`src/rtl/wallace_pkg.sv`:
```
// Shared constants, stage-control type and elaboration-time helpers for the
// pipelined Wallace-tree multiplier.
package wallace_pkg;

    localparam int NUM_STAGES = 3;
    localparam int MAX_TAG_W  = 16;

    typedef struct packed {
        logic                 valid;
        logic                 signed_mode;
        logic [MAX_TAG_W-1:0] tag;
    } stage_ctrl_t;

    function automatic int prod_w(input int w);
        return 2 * w;
    endfunction

    // Baugh-Wooley adds a one at column w and at column 2w-1.
    function automatic logic [127:0] bw_correction(input int w);
        logic [127:0] c;
        c          = '0;
        c[w]       = 1'b1;
        c[2*w-1]   = 1'b1;
        return c;
    endfunction

    function automatic int rows_after(input int n);
        return 2 * (n / 3) + (n % 3);
    endfunction

    function automatic int num_layers(input int n);
        int rows;
        int count;
        rows  = n;
        count = 0;
        while (rows > 2) begin
            rows  = rows_after(rows);
            count = count + 1;
        end
        return count;
    endfunction

    function automatic int rows_at_layer(input int n0, input int layer);
        int rows;
        rows = n0;
        for (int i = 0; i < layer; i++) begin
            rows = rows_after(rows);
        end
        return rows;
    endfunction

endpackage

```
`src/rtl/wallace_csa_row.sv`:
```
// One 3:2 carry-save layer across a full row; the carry row is pre-shifted
// one column left and the carry out of the top column is discarded.
module wallace_csa_row #(
    parameter int W = 32
) (
    input  logic [W-1:0] x_i,
    input  logic [W-1:0] y_i,
    input  logic [W-1:0] z_i,
    output logic [W-1:0] sum_o,
    output logic [W-1:0] carry_o
);

    logic [W-2:0] majority;

    assign sum_o    = x_i ^ y_i ^ z_i;
    assign majority = (x_i[W-2:0] & y_i[W-2:0]) |
                      (x_i[W-2:0] & z_i[W-2:0]) |
                      (y_i[W-2:0] & z_i[W-2:0]);
    assign carry_o  = {majority, 1'b0};

endmodule

```
`src/rtl/wallace_mult_pipe.sv`:
```
// Three-stage pipelined Wallace-tree multiplier (PP generation, 3:2 reduction,
// final add) with per-operation signed/unsigned mode and valid/ready flow control.
module wallace_mult_pipe
    import wallace_pkg::*;
#(
    parameter int WIDTH = 16,
    parameter int TAG_W = 4
) (
    input  logic                 clk,
    input  logic                 rst,
    input  logic                 in_valid,
    output logic                 in_ready,
    input  logic [WIDTH-1:0]     a,
    input  logic [WIDTH-1:0]     b,
    input  logic                 signed_mode,
    input  logic [TAG_W-1:0]     in_tag,
    output logic                 out_valid,
    input  logic                 out_ready,
    output logic [2*WIDTH-1:0]   product,
    output logic [TAG_W-1:0]     out_tag
);

    localparam int PROD_W = prod_w(WIDTH);
    localparam int N0     = WIDTH + 1;
    localparam int NL     = num_layers(N0);
    localparam logic [PROD_W-1:0] BW_CORR = PROD_W'(bw_correction(WIDTH));

    stage_ctrl_t         s1Ctrl_q;
    stage_ctrl_t         s1Ctrl_d;
    logic [PROD_W-1:0]   ppRows_d [WIDTH];
    logic [PROD_W-1:0]   ppRows_q [WIDTH];

    logic                s2Valid_q;
    logic [TAG_W-1:0]    s2Tag_q;
    logic [PROD_W-1:0]   sumRow_q;
    logic [PROD_W-1:0]   carryRow_q;

    logic                s3Valid_q;
    logic [TAG_W-1:0]    outTag_q;
    logic [PROD_W-1:0]   product_q;
    logic [PROD_W-1:0]   product_d;

    logic                load1;
    logic                load2;
    logic                load3;

    // A stage may load when it is empty or its content moves on this cycle.
    assign load3    = !s3Valid_q || out_ready;
    assign load2    = !s2Valid_q || load3;
    assign load1    = !s1Ctrl_q.valid || load2;
    assign in_ready = load1;

    always_comb begin
        s1Ctrl_d.valid       = in_valid;
        s1Ctrl_d.signed_mode = signed_mode;
        s1Ctrl_d.tag         = MAX_TAG_W'(in_tag);
    end

    // Cross terms involving exactly one operand MSB are inverted in signed mode.
    always_comb begin
        for (int i = 0; i < WIDTH; i++) begin
            ppRows_d[i] = '0;
            for (int j = 0; j < WIDTH; j++) begin
                ppRows_d[i][i+j] = (a[j] & b[i]) ^
                                   (signed_mode && ((i == WIDTH-1) != (j == WIDTH-1)));
            end
        end
    end

    always_ff @(posedge clk) begin
        if (rst) begin
            s1Ctrl_q.valid <= 1'b0;
        end else if (load1) begin
            s1Ctrl_q.valid <= s1Ctrl_d.valid;
            if (in_valid) begin
                s1Ctrl_q.signed_mode <= s1Ctrl_d.signed_mode;
                s1Ctrl_q.tag         <= s1Ctrl_d.tag;
                ppRows_q             <= ppRows_d;
            end
        end
    end

    logic [PROD_W-1:0] tree [NL+1][N0];

    for (genvar k = 0; k < WIDTH; k++) begin : g_tree_in
        assign tree[0][k] = ppRows_q[k];
    end
    assign tree[0][WIDTH] = s1Ctrl_q.signed_mode ? BW_CORR : '0;

    // Each layer compresses rows in groups of three; leftovers pass straight down.
    for (genvar l = 0; l < NL; l++) begin : g_layer
        localparam int NIN  = rows_at_layer(N0, l);
        localparam int NG   = NIN / 3;
        localparam int NOUT = rows_after(NIN);

        for (genvar g = 0; g < NG; g++) begin : g_csa
            wallace_csa_row #(.W(PROD_W)) u_csa (
                .x_i     (tree[l][3*g]),
                .y_i     (tree[l][3*g+1]),
                .z_i     (tree[l][3*g+2]),
                .sum_o   (tree[l+1][2*g]),
                .carry_o (tree[l+1][2*g+1])
            );
        end

        for (genvar r = 0; r < NIN - 3*NG; r++) begin : g_pass
            assign tree[l+1][2*NG+r] = tree[l][3*NG+r];
        end

        for (genvar k = NOUT; k < N0; k++) begin : g_zero
            assign tree[l+1][k] = '0;
        end
    end

    always_ff @(posedge clk) begin
        if (rst) begin
            s2Valid_q <= 1'b0;
        end else if (load2) begin
            s2Valid_q <= s1Ctrl_q.valid;
            if (s1Ctrl_q.valid) begin
                sumRow_q   <= tree[NL][0];
                carryRow_q <= tree[NL][1];
                s2Tag_q    <= s1Ctrl_q.tag[TAG_W-1:0];
            end
        end
    end

    assign product_d = sumRow_q + carryRow_q;

    always_ff @(posedge clk) begin
        if (rst) begin
            s3Valid_q <= 1'b0;
            product_q <= '0;
            outTag_q  <= '0;
        end else if (load3) begin
            s3Valid_q <= s2Valid_q;
            if (s2Valid_q) begin
                product_q <= product_d;
                outTag_q  <= s2Tag_q;
            end
        end
    end

    assign out_valid = s3Valid_q;
    assign product   = product_q;
    assign out_tag   = outTag_q;

endmodule

```
`config.mk`:
```
export PLATFORM = sky130hd
export DESIGN_NAME = wallace_mult_pipe
export DESIGN_NICKNAME = d
export VERILOG_FILES = /design/src/rtl/wallace_pkg.sv /design/src/rtl/wallace_csa_row.sv /design/src/rtl/wallace_mult_pipe.sv
export SDC_FILE = /design/constraint.sdc
export NUM_CORES = 1
export LEC_CHECK = 0
export ABC_CLOCK_PERIOD_IN_PS = 47500
export CORE_MARGIN = 10
export CORE_UTILIZATION = 61
export CTS_BUF_LIST = sky130_fd_sc_hd__clkbuf_2
export CTS_CLUSTER_SIZE = 8
export DETAILED_ROUTE_END_ITERATION = 16
export MAX_ROUTING_LAYER = met4
export PLACE_DENSITY = 0.8
export RECOVER_POWER = 50
export SYNTH_ARGS = -nofsm -noshare
export SYNTH_HDL_FRONTEND = slang
export SYNTH_SLANG_ARGS = --single-unit
```
`constraint.sdc`:
```
create_clock -name clk -period 47.5 [get_ports clk]
set_input_delay 4.75 -clock clk [delete_from_list [all_inputs] [get_ports clk]]
set_output_delay 4.75 -clock clk [all_outputs]
set_load 0.02 [all_outputs]
```
==> results.yml <==
grt:
  grtUsageMet1_pct: 25.3
  antenna_found_initial: 1
  use_met2_pct: 33.6
  grt_pass1_vias: 12504
  grt_usage_pct: 20.4
  met3_usage_pct: 3.84
  grt_pass1_wl_um: 64400
  grt_start_max_net_pins: 186
  grt_overflow: 0
  top_usage_layer: "met2"
run_status:
  status: "finished, violations left"
  violations: "max-capacitance violations, max-slew violations"
place:
  routabilityCongestion: 0.894
  port_buffers: 78
  dp_hpwl_um: 27800
  placed_cell_area_mm2: 0.0215
setup_path:
  path_max_fanout: 6
  end_kind: "output pin"
  arrival_ns: 6.46
  path_class: "input pin to output pin"
  crit_chain: "dlygate4sd3_1 -> nor2b_1 -> nand3_1 -> clkdlybuf4s50_1"
  cp.required_ns: 42.75
  slowest_delay_ns: 0.58
  worst_setup_path_start_kind: "input pin"
  slowest_stage: "clkdlybuf4s50_1"
synth:
  synth_warnings: 0
  synth.area.top_cells: "edfxtp_1, fa_1, and2_1"
  yosysTopAreaCellShare_pct: 47.6
  synth_cell_type_count: 55
  yosysTopAreaCell: "edfxtp_1"
  yosysMostFrequentCell: "edfxtp_1"
  async_flop_share_pct: 0
  synth.avg_cell_area_um2: 12.9
  netlist_top_cells_count: "edfxtp_1, inv_1, and2_1"
  synth_fp_nets: 1906
  ys_seq_elements: 361
  synth_edf_count: 322
  synth_cells: 1571
  seq_area_frac_synth_pct: 51.5
  ys.flop_type: "edfxtp_1"
  netlist_area_mm2: 0.0203
clock_tree:
  cts_tree: "yes"
  clockBufferDepth: 3
  cts.repair.resized: 0
  clock-sinks: 361
  clk_latency_ns: 0.91
  cts_made_buffers: 89
  htreeDepth: 3
  clk_pin_slew_ns: 0.10
  root_buffer: "clkbuf_2"
  cts_hold_buf: 0
  cts_setup_buffers: 0
timing:
  finalSetupViolCount: 0
  finalCritPeriodShare_pct: 23.6
  tightest_slew_ns: 3.10
  period_needed_ns: 11.21
  max_freq_mhz: 89.2
  rsz0062_at_grt: "false"
  tns_ns: 0
  hold_ws_ns: 0.430
  relSlewSlack_pct: -107
  drv_slew: 134
  clock_skew_ns: 0.0681
  hold_viol: 0
detailed_routing:
  drt.antenna.violating_nets: 0
  avgViaCountPerCell: 5.25
  dr.pass1.iters: 5
  post-route-drc-count: 0
  wirelength_um: 39700
  vias: 11566
  wl_per_cell_um: 18.0
  drtIter0Drc: 737
cells_and_area:
  drive_gt1_share_pct: 8.80
  design_area_mm2: 0.0224
  fillCellCount: 2271
  ff_latch_area_mm2: 0.0105
  multi_input_area_mm2: 0.00852
  synthToLayoutAreaGrowth_pct: 10.2
  fin_nets: 2026
  utilization_pct: 68.4
floorplan:
  rows: 66
  die_h_um: 202
  die-area_mm2: 0.0410
  core_mm2: 0.0327
  ios: 79
  die_w_um: 202
  start_util_pct: 62.1
power:
  ir_drop_v: 0.0000261
  total_power_w: 0.00119
  leakage_nw: 9.17
  cellPowerDensity_mw_per_mm2: 53.4
run:
  drv_cap: 3
worst_hold_path:
  hold_path_class: "flip-flop to flip-flop"
-- routing by layer --
layer / part of all wire, % / vias up
met2: 50 / 334
met5: 0 / -
met3: 5.2 / 70
met1: 42 / 5825
li1: - / 5337
met4: 1.8 / 0
-- flip-flops by register name, summed over array words and instances, names as in the netlist --
signal,count
product,32
out_tag,4
s2Tag_q,4
sumRow_q,32
ppRows_q,256
s2Valid_q,1
carryRow_q,25
s1Ctrl_q,6
out_valid,1
-- worst max-delay path: cells and delay by family --
family / cells / cell delay [ns]
buffers and inverters: 2 / 1.11
and+or+nand+nor: 2 / 0.60
-- area by class of cell --
type | count | area share (%)
timing repair buffer | 84 | 3.65
multi-input combinational | 852 | 38.1
inverter | 303 | 5.08
clock buffer | 133 | 2.98
clock inverter | 28 | 1.01
sequential | 361 | 46.7
tap | 442 | 2.47
antenna | 2 | 0.0224
-- report_power, final --
| part | internal (W) | leakage [nW] | switching (W) | total [W] |
|---|---|---|---|---|
| combinational | 0.000224 | 5.32 | 0.000314 | 0.000537 |
| sequential | 0.000424 | 3.20 | 0.0000129 | 0.000437 |
| clock | 0.0000967 | 0.656 | 0.000123 | 0.000220 |
| total | 0.000744 | 9.17 | 0.000450 | 0.00119 |
-- worst paths after layout --
kind / start / end / slack [ns] / depth (start not counted)
hold reg to reg: s1Ctrl_q[3] / s2Tag_q[3] / 0.43 / 0
hold / removal: s1Ctrl_q[3] / s2Tag_q[3] / 0.43 / 0
setup / recovery: out_ready / in_ready / 36.29 / 4
setup reg to reg: ppRows_q[47] / sumRow_q[15] / 43.49 / 10
-- through the flow --
stage | cells | worst slack, ns
after floorplan | 1571 | 22.22
after global placement | 2042 | 36.44
after detailed placement | 2042 | 36.43
after CTS | 2203 | 36.41
after global routing | 2204 | 36.18
final | 2205 | 36.29
-- placed cells by master (no fill, tap or decap), drive strengths merged, types with 5 or more instances in the layout --
cell           count
a211oi             5
a21oi             46
and2             226
clkbuf           138
clkdlybuf4s50     42
clkinv            21
dfxtp             39
dlygate4sd3       35
edfxtp           322
fa               201
ha                93
inv              304
nand2            105
nand2b             8
nand3              7
nor2              19
nor3               8
o211ai             5
o21a               7
o21ai             26
xnor2             39
xor2               6
-- cell families (layout without fill, tap and decap cells) --
kind of cell,Yosys count,in the layout,synth area share [%]
buffers and inverters,358,548,6.66
other,0,2,0
and+or+nand+nor,395,395,10.7
adders and majority gates,294,294,25.6
xor gates and xnor gates,45,45,1.94
DFF,361,361,51.5
AOI/OAI and AO/OA,116,116,3.62
muxes,2,2,0.0986
No activity file was read; power rests on OpenSTA's default activity.
